[src/rtl/apb_reg_slave.sv]
// APB completer with a bank of RW registers, one read-only status word,
// configurable wait states and pslverr for out-of-range or read-only writes.
module apb_reg_slave #(
    parameter int                AWIDTH      = 4,
    parameter int                DWIDTH      = 8,
    parameter int                NUM_REGS    = 12,
    parameter int                WAIT_STATES = 0,
    parameter logic [DWIDTH-1:0] RESET_VAL   = '0
) (
    input  logic              pclk,
    input  logic              presetn,
    input  logic              psel,
    input  logic              penable,
    input  logic              pwrite,
    input  logic [AWIDTH-1:0] paddr,
    input  logic [DWIDTH-1:0] pwdata,
    output logic [DWIDTH-1:0] prdata,
    output logic              pready,
    output logic              pslverr,
    input  logic [DWIDTH-1:0] status_in,
    output logic [DWIDTH-1:0] ctrl_out
);

    localparam logic [0:0]        IDLE        = 1'b0;
    localparam logic [0:0]        ACCESS      = 1'b1;
    localparam logic [AWIDTH-1:0] STATUS_ADDR = AWIDTH'(NUM_REGS);
    localparam logic [3:0]        WAIT_LAST   = 4'(WAIT_STATES);

    logic [0:0]        state;
    logic [3:0]        wait_cnt;
    logic [AWIDTH-1:0] addr_q;
    logic              write_q;
    logic [DWIDTH-1:0] wdata_q;
    logic [DWIDTH-1:0] regs [NUM_REGS];
    logic [DWIDTH-1:0] rd_val;
    logic              commit;

    // Read mux works on the live bus address because prdata is loaded at the setup edge.
    always_comb begin
        // NOTE: defaulting every always_comb output first keeps the block latch-free.
        rd_val = '0;
        if (paddr < STATUS_ADDR) begin
            rd_val = regs[paddr];
        end else if (paddr == STATUS_ADDR) begin
            rd_val = status_in;
        end
    end

    assign pready   = (state == ACCESS) && (wait_cnt == WAIT_LAST);
    assign pslverr  = pready && ((addr_q > STATUS_ADDR) || (write_q && (addr_q == STATUS_ADDR)));
    assign commit   = pready && psel && penable && write_q && (addr_q < STATUS_ADDR);
    assign ctrl_out = regs[0];

    always_ff @(posedge pclk or negedge presetn) begin
        if (!presetn) begin
            state    <= IDLE;
            wait_cnt <= '0;
            addr_q   <= '0;
            write_q  <= 1'b0;
            wdata_q  <= '0;
            prdata   <= '0;
        end else begin
            // NOTE: sequential state uses non-blocking assignments so every flop samples pre-edge values.
            case (state)
                IDLE: begin
                    if (psel && !penable) begin
                        state    <= ACCESS;
                        addr_q   <= paddr;
                        write_q  <= pwrite;
                        wdata_q  <= pwdata;
                        wait_cnt <= '0;
                        if (!pwrite) begin
                            prdata <= rd_val;
                        end
                    end
                end
                ACCESS: begin
                    if (!psel) begin
                        state <= IDLE;
                    end else if (penable) begin
                        if (pready) begin
                            state <= IDLE;
                        end else begin
                            wait_cnt <= wait_cnt + 4'd1;
                        end
                    end
                end
                default: state <= IDLE;
            endcase
        end
    end

    always_ff @(posedge pclk or negedge presetn) begin
        if (!presetn) begin
            // NOTE: the register bank is a handful of flops, not RAM, so it is safe to reset in a loop.
            for (int i = 0; i < NUM_REGS; i++) begin
                regs[i] <= RESET_VAL;
            end
        end else if (commit) begin
            regs[addr_q] <= wdata_q;
        end
    end

endmodule
[config.mk]
export PLATFORM = sky130hd
export DESIGN_NAME = apb_reg_slave
export DESIGN_NICKNAME = d
export VERILOG_FILES = /design/src/rtl/apb_reg_slave.sv
export SDC_FILE = /design/constraint.sdc
export NUM_CORES = 1
export LEC_CHECK = 0
export CAP_MARGIN = 20
export CORE_ASPECT_RATIO = 1.2
export CORE_UTILIZATION = 35
export CTS_CLUSTER_DIAMETER = 100
export DETAILED_ROUTE_END_ITERATION = 10
export SYNTH_ARGS = -nofsm -noshare
export SYNTH_HDL_FRONTEND = slang
export SYNTH_SLANG_ARGS = --single-unit
[constraint.sdc]
create_clock -name pclk -period 2.78 [get_ports pclk]
set_input_delay 0.556 -clock pclk [delete_from_list [all_inputs] [get_ports pclk]]
set_output_delay 0.556 -clock pclk [all_outputs]
set_load 0.1 [all_outputs]
* Yosys cells after proc, flatten, opt, wreduce, memory -nomap -nowiden
Index checks and enable logic that the tools add are counted.
Storage, ports and cells: flip-flop bits (word level) 122
Operators by class: add/sub/neg operators 1, $lt $le $gt $ge 6, equality and inequality tests 6, multiplexer cells 18, bitwise gates (word level) 4, reductions and logical operators 15
Operator list (count):
- bitwise mux 96 bit | 1
- two-way mux 8 bit | 5
- binary-select mux 8 bit (select 4 bit) | 1
- demux 8 bit (select 4 bit) | 1
- two-way mux 4 bit | 4
- greater-or-equal comparator 5 bit, second input constant | 2
- NOT 4 -> 5 bit | 2
- logical AND 1 bit | 9
- equality test 4 bit, second input constant | 2
- less-than comparator 4 bit, second input constant | 2
- inequality test 2 bit, second input constant | 4
- case mux 4 bit (2 select lines) | 1
- less-than comparator 5 x 1 -> 1 bit, second input constant | 1
- adder 4 x 1 -> 4 bit, second input constant | 1
- greater-than comparator 4 bit, second input constant | 1
- logical NOT 4 bit | 1
- two-way mux 1 bit | 4
- AND reduction 4 bit | 1
- AND reduction 3 bit | 1
- NOT 1 bit | 2
- case mux 1 bit (2 select lines) | 1
- AND reduction 2 bit | 1
- logical NOT 1 bit | 1
- logical OR 1 bit | 1

* Logic depth before layout (Yosys ltp)
Gate-level depths: netlist of the first run.
word-level depth 6, depth in mapped cells 7, gate-level depth less buffers 6

* Worst setup path after synthesis of the first run
Ideal clock, no wire load.
path kind flip-flop to output port, start point register wait_cnt[0], end point output pslverr, data arrival time 1.999 ns, required time 2.224 ns, path slack 0.225 ns, stages on the path, launching flop included 5, path buffers 0, cell sequence dfrtp_1 -> inv_1 -> ha_1 -> and4bb_4 -> o2111a_1
On the way: cells in the longest elaborated chain, start to end 3
RTL lines:
- start: declaration | RTL line 30 | logic [3:0] wait_cnt;
- start signal: assignment | RTL line 84 | wait_cnt <= wait_cnt + 4'd1;
- logical NOT 4 bit | RTL line 49 | assign pready = (state == ACCESS) && (wait_cnt == WAIT_LAST);
- logical AND 1 bit | RTL line 49
- named net pready | RTL line 18 | output logic pready,
- logical AND 1 bit | RTL line 50 | assign pslverr = pready && ((addr_q > STATUS_ADDR) || (write_q && (addr_q == STATUS_ADDR)));
- end: declaration | RTL line 19 | output logic pslverr,
The timed path passes the listed nets, and every way through them passes these cells.

* Worst setup path after layout of the first run
start point register wait_cnt[0], end point register regs[79] (netlist bit)
On the way: cells in the longest elaborated chain, start to end 6
RTL lines:
- logical NOT 4 bit | RTL line 49
- logical AND 1 bit | RTL line 49
- logical AND 1 bit (4 in series) | RTL line 51 | assign commit = pready && psel && penable && write_q && (addr_q < STATUS_ADDR);
- end signal: indexed assignment | RTL line 100 | regs[addr_q] <= wdata_q;
- end: declaration | RTL line 34 | logic [DWIDTH-1:0] regs [NUM_REGS];
Every way passes these cells. A chain may end at the register's enable or synchronous reset.

==> flow_summary.json, run 1 <==
{
  "rows": 52,
  "clock_latency_ps": 420,
  "cpPeakStageDelay_ps": 540,
  "path_clk_slew_ps": 60,
  "ir_drop_uv": 306.4,
  "yosysWarnings": 0,
  "rsz0062_at_grt": "no",
  "crit_chain": "inv_1 > ha_1 > and4bb_4 > nand4_4 > buf_4 > nor4_4 > mux2_2",
  "routed_wl_um": 13560,
  "critPathKind": "reg -> reg",
  "maxSlewViolCount": 0,
  "syn_nets": 472,
  "die_h_um": 145.5,
  "fin_nets": 515,
  "insertedDiodeCount": 0,
  "drc": 0,
  "max_freq_mhz": 416.1,
  "finalSetupTns_ps": 0,
  "yosysMostFrequentCell": "mux2_2",
  "hold_slack_ps": 47.32,
  "drtPass1Iterations": 6,
  "synthTopCellsByArea": "dfrtp_1, mux2_2, mux2i_1",
  "synth_top_area_share_pct": 50.84,
  "ys_seq_area_share_pct": 50.84,
  "arrival_ps": 2700,
  "grt_max_degree": 73,
  "dieArea_um2": 17690,
  "skew_ps": 8.425,
  "worst_slack_ps": 376.5,
  "core-area_um2": 16850,
  "vias_per_cell": 5.185,
  "critPathMaxFanout": 11,
  "postRouteAntennaNets": 0,
  "htree_levels": 4,
  "drt-initial-drc-count": 134,
  "yosysTopAreaCell": "dfrtp_1",
  "critPathRequiredTime_ps": 3080,
  "ys_ff_latch": 122,
  "hold_viol": 0,
  "ys_types": 47,
  "root_buffer": "clkbuf_16",
  "tightest_slew_ps": 806.9,
  "grt_pass1_vias": 4015,
  "cts.path.max_buffers": 2,
  "hp-class": "in -> async",
  "dpl.hpwl_um": 9370,
  "cts_tree": "yes",
  "cap_viol_max_count": 0,
  "cts_sinks": 122,
  "gp_congestion": 0.7645,
  "area_delta_synth_final_pct": 19.77,
  "async_reset_ff_share_pct": 100.0,
  "ys_top_cells_by_count": "mux2_2, dfrtp_1, mux2i_1, a22oi_1, nand2_1",
  "grt_antenna_before_repair": 0,
  "fill_cells": 1533,
  "finalCriticalPeriod_ps": 2404,
  "p_leak_uw": 0.003367,
  "start_util_pct": 35.63,
  "path_delay_family": "simple AND/OR/NAND/NOR gates",
  "post_cts_buffers": 0,
  "ios": 43,
  "ff_latch_area_um2": 3053,
  "grt_pass1_wl_um": 22290,
  "io_buffers": 42,
  "multi_input_area_um2": 2663,
  "via_count": 3718,
  "syn_area_um2": 6005,
  "layout.cells.non_filler": 717,
  "grt-ovfl-total": 0,
  "startpoint_type": "flip-flop",
  "grt_usage_pct": 16.85,
  "critPathSlowestCell": "nor4_4",
  "wl_per_cell_um": 18.91,
  "setup_viol": 0,
  "pre_cts_slack_ps": 250.8,
  "status": "finished clean",
  "ctsHoldBuffers": 0,
  "drive_gt1_share_pct": 44.71,
  "path_buf_inv": 2,
  "cts_resized": 0,
  "placedCellCount": 685,
  "synth_edf_count": 0,
  "cp-end-kind": "flip-flop",
  "synth_area_per_cell_um2": 13.49,
  "dieWidth_um": 121.6,
  "final_util_pct": 42.68,
  "synthFlopType": "dfrtp_1",
  "fin_crit_sh_pct": 86.46,
  "power_density_nw_per_um2": 791.4,
  "slew_headroom_pct": 44.82,
  "cts_made_buffers": 17,
  "synth_cells": 445
}
## path summary, 6_finish.rpt
check | startpoint | end | slack [ps] | cells past startpoint
max in group asynchronous | presetn | prdata[7]$_DFFE_PN0P_ | 2040 | 2
worst min register to register | regs[10]$_DFFE_PN0P_ | regs[10]$_DFFE_PN0P_ | 500 | 1
worst max register to register | wait_cnt[0]$_DFFE_PN0P_ | regs[79]$_DFFE_PN0P_ | 380 | 7
min in group pclk | regs[10]$_DFFE_PN0P_ | regs[10]$_DFFE_PN0P_ | 500 | 1
worst min-delay path | presetn | ctrl_out[1]$_DFFE_PN0P_ | 50 | 1
worst max-delay path | wait_cnt[0]$_DFFE_PN0P_ | regs[79]$_DFFE_PN0P_ | 380 | 7
## worst register-to-register path, delay by kind of cell (launching register included)
family	cells	cell delay, ps
buffers and inverters	2	360
and+or+nand+nor	3	940
adders and majority gates	1	170
DFF	1	420
muxes	1	400
## cells in the final DEF (no fill, tap or decap), drive strengths merged, types with 2 or more instances in the layout
master / count
a2111oi: 5
a211oi: 3
a22o: 2
a22oi: 15
a31o: 8
a31oi: 7
buf: 42
bufinv: 3
clkbuf: 17
clkdlybuf4s50: 22
clkinv: 6
clkinvlp: 3
dfrtp: 122
ha: 2
inv: 8
mux2: 125
mux2i: 27
nand2: 15
nand2b: 2
nand3: 11
nor2: 10
nor2b: 8
nor3: 13
nor4: 3
o21ai: 3
or2b: 2
## sequential cells by signal, summed over array words and instances, names as in the netlist
register / cells
prdata: 8
wait_cnt: 4
addr_q: 4
wdata_q: 8
write_q: 1
ctrl_out: 8
regs: 88
state: 1
## logic make-up (layout without fill, tap and decap cells)
kind of cell             Yosys count  in the layout  share of synthesized area (%)
adder cells (fa/ha/maj)            2              2                         0.4167
flip-flops                       122            122                          50.84
AND/OR/NAND/NOR                   74             74                          9.252
multiplexers                     153            153                          28.32
AO/OA/AOI/OAI                     49             49                          6.251
buffers and inverters             45            101                          4.918
## stage by stage
stage	area [um2]	total power [uW]
6_report	7192	5692
5_1_grt	7192	5938
4_1_cts	7192	5749
3_5_place_dp	6575	3458
3_3_place_gp	6575	3417
2_1_floorplan	6005	3156
## routing by layer
| metal | global-route usage, % | vias to the layer above | share of wire, % |
|---|---|---|---|
| met5 | 0 | - | 0 |
| met1 | 21.47 | 1920 | 44 |
| met2 | 27.56 | 56 | 51 |
| li1 | - | 1716 | - |
| met3 | 3.370 | 26 | 2.5 |
| met4 | 7.284 | 0 | 2.4 |
## cell type report
type,instances,share of cell area [%]
Clock inverter,15,2.662
Sequential cell,122,42.45
Timing Repair Buffer,64,7.933
Clock buffer,17,5.915
Tap cell,216,3.758
Multi-Input combinational cell,278,37.02
Inverter,5,0.2610
## report_power, final
| part | internal (uW) | switching, uW | total [uW] |
|---|---|---|---|
| Combinational | 434 | 719 | 1150 |
| Clock | 1420 | 849 | 2270 |
| Sequential | 2010 | 261 | 2270 |
Note: power is estimated with default switching activity, not from simulation.
==> run 2, diff against run 1 <==
- CORE_UTILIZATION: 35 -> 45
- CTS_BUF_LIST: unset -> sky130_fd_sc_hd__clkbuf_4
==> flow_summary.json, run 2 (synthesis results as in run 1) <==
{
  "htree_levels": 4,
  "drc": 0,
  "cts_made_buffers": 17,
  "grt_pass1_wl_um": 21920,
  "start_util_pct": 46.77,
  "hold_viol": 0,
  "gp_congestion": 0.7665,
  "ios": 43,
  "skew_ps": 14.61,
  "p_sw_uw": 1629,
  "grt_antenna_before_repair": 1,
  "dpl.hpwl_um": 9193,
  "critPathRequiredTime_ps": 2220,
  "power_density_nw_per_um2": 677.3,
  "critPathKind": "reg -> out",
  "layout.cells.non_filler": 669,
  "tightest_slew_ps": 917.6,
  "cp-end-kind": "output pin",
  "arrival_ps": 1980,
  "fin_nets": 519,
  "root_buffer": "clkbuf_4",
  "slew_headroom_pct": 38.83,
  "rows": 45,
  "ctsHoldBuffers": 0,
  "area_delta_synth_final_pct": 13.65,
  "cts_resized": 0,
  "drive_gt1_share_pct": 44.44,
  "status": "finished clean",
  "p_int_uw": 2992,
  "setup_viol": 0,
  "ff_latch_area_um2": 3053,
  "core-area_um2": 12840,
  "clock_latency_ps": 540,
  "finalCriticalPeriod_ps": 2538,
  "layout_common_cells": "mux2_2, dfrtp_1, buf_4",
  "grt_usage_pct": 21.76,
  "fin_crit_sh_pct": 91.30,
  "via_count": 3737,
  "r2r_end": "regs[0]$_DFFE_PN0P_",
  "finalSetupTns_ps": 0,
  "grt-ovfl-total": 0,
  "drt-initial-drc-count": 167,
  "fill_cells": 1125,
  "post_cts_buffers": 0,
  "dieWidth_um": 107.5,
  "io_buffers": 42,
  "wl_per_cell_um": 20.26,
  "postRouteAntennaNets": 0,
  "ir_drop_uv": 406.6,
  "rsz0062_at_grt": "no",
  "rrSetupSlack_ps": 380,
  "cts_sinks": 122,
  "p_seq_share_pct": 49.2,
  "largest_reg_flops": 88,
  "vias_per_cell": 5.586,
  "maxSlewViolCount": 0,
  "cap_viol_max_count": 0,
  "share_comb_of_total_power_pct": 24.9,
  "cts.path.max_buffers": 2,
  "grt_pass1_vias": 3887,
  "largest-register": "regs",
  "cts_tree": "yes",
  "multi_input_area_um2": 2671,
  "startpoint_type": "flip-flop",
  "routed_wl_um": 13550,
  "drtPass1Iterations": 4,
  "regToRegStartpoint": "wait_cnt[0]$_DFFE_PN0P_",
  "dieArea_um2": 13810,
  "max_freq_mhz": 394.0,
  "hp-class": "in -> async",
  "grt_max_degree": 123,
  "path_clk_slew_ps": 100,
  "critPathMaxFanout": 4,
  "die_h_um": 128.5,
  "p_leak_uw": 0.003256,
  "final_common_cell": "mux2_2",
  "switching_share_pct": 35.26,
  "clkPwrFrac_pct": 25.9,
  "placedCellCount": 637,
  "rr_worst_depth": 7
}
run 2: changes by cell type in the layout (fill, tap and decap cells not counted), moves of 2 or more:
cell | before | now
clkinv_2 | 0 | 3
clkbuf_4 | 0 | 21
clkbuf_16 | 17 | 0
buf_4 | 38 | 41
clkinvlp_4 | 3 | 1
clkinv_1 | 0 | 3
clkinv_4 | 6 | 1
inv_6 | 3 | 0
run 2: critical path, cell delays in order (launching register included):
cell and delay [ps]:
dfrtp_1 430, inv_1 110, ha_1 180, and4bb_4 280, o2111a_1 250, buf_12 180
run 2: layout make-up:
cell class              count  area share, %
diodes                      1        0.03667
clock buffers              21          2.310
clock inverters            10          1.503
inverters                   5         0.2750
multi-input cells         278          39.15
flip-flops and latches    122          44.74
well taps                 164          3.007
repair buffers             68          8.984
run 2: per-layer routing:
metal / global-route usage (%) / vias to the layer above / wire, um
met5: 0 / - / 0
met4: 8.622 / 0 / 263
met3: 4.509 / 25 / 474
met2: 34.23 / 81 / 6530
met1: 29.54 / 1910 / 6285
li1: - / 1721 / -
run 2: worst max-delay path by stage:
stage,startpoint,end,slack [ps],cells after the start
3_5_place_dp,penable,regs[0]$_DFFE_PN0P_,310,5
5_1_grt,wait_cnt[0]$_DFFE_PN0P_,pslverr,130,5
6_report,wait_cnt[0]$_DFFE_PN0P_,pslverr,240,5
4_1_cts,wait_cnt[0]$_DFFE_PN0P_,pslverr,190,5
3_3_place_gp,paddr[0],prdata[4]$_DFFE_PN0P_,310,5
2_1_floorplan,wait_cnt[0]$_DFFE_PN0P_,pslverr,220,4
run 2: power by group through the flow:
stage	Clock [uW]	Sequential, uW	Combinational [uW]
4_1_cts	1230	2270	1160
5_1_grt	1300	2320	1230
2_1_floorplan	0	2360	791
6_report	1200	2270	1150
3_3_place_gp	0	2300	1140
3_5_place_dp	0	2300	1160
run 2: through the flow:
step           worst slack, ps  utilization [%]  instance area [um2]  power (uW)  hold slack [ps]
2_1_floorplan            224.9                -                 6005        3156            260.4
3_3_place_gp             308.5            51.11                 6561        3437            483.3
3_5_place_dp             309.5            51.11                 6561        3467            490.2
4_1_cts                  192.6            53.14                 6822        4669            108.3
5_1_grt                  131.3            53.16                 6824        4851            139.1
6_report                 241.9            53.16                 6824        4622            98.24
==> run 3, diff against run 2 <==
- CORE_UTILIZATION: 45 -> 65
- PLACE_DENSITY: unset -> 0.87
- clock period: 2.78 -> 3.1 ns (I/O delays scaled with it)
==> flow_summary.json, run 3 (synthesis results as in run 1) <==
{
  "status": "finished clean",
  "drc": 0,
  "max_freq_mhz": 381.6,
  "postRouteAntennaNets": 0,
  "grt_antenna_before_repair": 0,
  "clock_latency_ps": 510,
  "finalSetupTns_ps": 0,
  "power_density_nw_per_um2": 639.5,
  "grt_pass1_wl_um": 21200,
  "via_count": 3853,
  "grt_pass1_vias": 3980,
  "dieArea_um2": 9628,
  "fin_crit_sh_pct": 84.53,
  "layout_common_cells": "mux2_2, dfrtp_1, buf_4",
  "drt-initial-drc-count": 293,
  "cap_viol_max_count": 0,
  "gp_congestion": 0.8277,
  "ios": 43,
  "tightest_slew_ps": 905.4,
  "grt-ovfl-total": 0,
  "drive_gt1_share_pct": 43.43,
  "start_util_pct": 66.82,
  "p_leak_uw": 0.003215,
  "post_cts_buffers": 0,
  "cts_sinks": 122,
  "largest-register": "regs",
  "cts_tree": "yes",
  "cts_resized": 0,
  "worst_slack_ps": 479.5,
  "cts.path.max_buffers": 2,
  "vias_per_cell": 6.265,
  "rr_worst_depth": 7,
  "hold_viol": 0,
  "drtPass1Iterations": 5,
  "root_buffer": "clkbuf_4",
  "die_h_um": 107.3,
  "wl_per_cell_um": 21.35,
  "grt_usage_pct": 29.24,
  "path_clk_slew_ps": 100,
  "htree_levels": 4,
  "finalCriticalPeriod_ps": 2620,
  "fin_nets": 510,
  "routed_wl_um": 13130,
  "skew_ps": 14.32,
  "cp-end-kind": "output pin",
  "critPathMaxFanout": 4,
  "pre_cts_slack_ps": 334.2,
  "setup_viol": 0,
  "dieWidth_um": 89.74,
  "maxSlewViolCount": 0,
  "final_common_cell": "mux2_2",
  "ir_drop_uv": 340.1,
  "rows": 38,
  "cts_made_buffers": 17,
  "arrival_ps": 2000,
  "io_buffers": 42,
  "critPathRequiredTime_ps": 2480,
  "ctsHoldBuffers": 0,
  "startpoint_type": "flip-flop",
  "largest_reg_flops": 88,
  "slew_headroom_pct": 39.64,
  "rsz0062_at_grt": "no",
  "dpl.hpwl_um": 8666,
  "insertedDiodeCount": 0,
  "core-area_um2": 8986,
  "area_delta_synth_final_pct": 11.40,
  "critPathKind": "reg -> out",
  "hp-class": "in -> async",
  "grt_max_degree": 123
}
## run 3: cell count changes in the layout (fill, tap and decap cells not counted), moves of 2 or more
cell,delta
clkinv_2,+2
buf_12,-3
buf_4,-6
bufinv_16,+2
## run 3: critical path, cell delays in order (launching register included)
cell and delay (ps):
dfrtp_1 430, inv_1 110, ha_1 180, and4bb_4 280, o2111a_1 200, buf_4 290
## run 3: final timing paths
| kind | start | to | slack, ps |
|---|---|---|---|
| max | wait_cnt[0]$_DFFE_PN0P_ | pslverr | 480 |
| min | presetn | wait_cnt[0]$_DFFE_PN0P_ | 170 |
| max reg2reg | wait_cnt[0]$_DFFE_PN0P_ | regs[11]$_DFFE_PN0P_ | 640 |
| min reg2reg | regs[11]$_DFFE_PN0P_ | regs[11]$_DFFE_PN0P_ | 510 |
| max in group asynchronous | presetn | regs[62]$_DFFE_PN0P_ | 2410 |
| min in group pclk | regs[11]$_DFFE_PN0P_ | regs[11]$_DFFE_PN0P_ | 510 |
## run 3: cell type report
class | instances | area, um2
flip-flops and latches | 122 | 3053
multi-input cells | 278 | 2656
fillers | 542 | 2297
repair buffers | 59 | 508.0
clock inverters | 11 | 152.6
clock buffers | 20 | 150.1
well taps | 120 | 150.1
inverters | 5 | 18.77
## run 3: power breakdown
part	internal [uW]	leakage [uW]	switching, uW	total [uW]
Sequential	1790	0.00164	247	2040
Combinational	381	0.00141	650	1030
Clock	651	0.000171	555	1210
Total	2830	0.00321	1450	4280
## run 3: per-layer routing
layer	global-route usage [%]	vias up	wire, um	share of wire (%)
li1	-	1716	-	-
met1	38.22	1987	5493	42
met2	48.63	131	6727	51
met3	5.791	19	681	5.2
met4	11.12	0	228	1.7
met5	0	-	0	0
## run 3: through the flow
stage	total power (uW)	std cells	utilization, %	instance area [um2]	hold WS (ps)
after global routing	4445	615	74.44	6689	224.5
after detailed placement	3093	584	71.07	6386	490.7
after floorplan	2830	445	-	6005	324.4
after CTS	4296	615	74.44	6689	200.7
after global placement	3041	584	71.07	6386	485.1
final	4277	615	74.44	6689	167.4
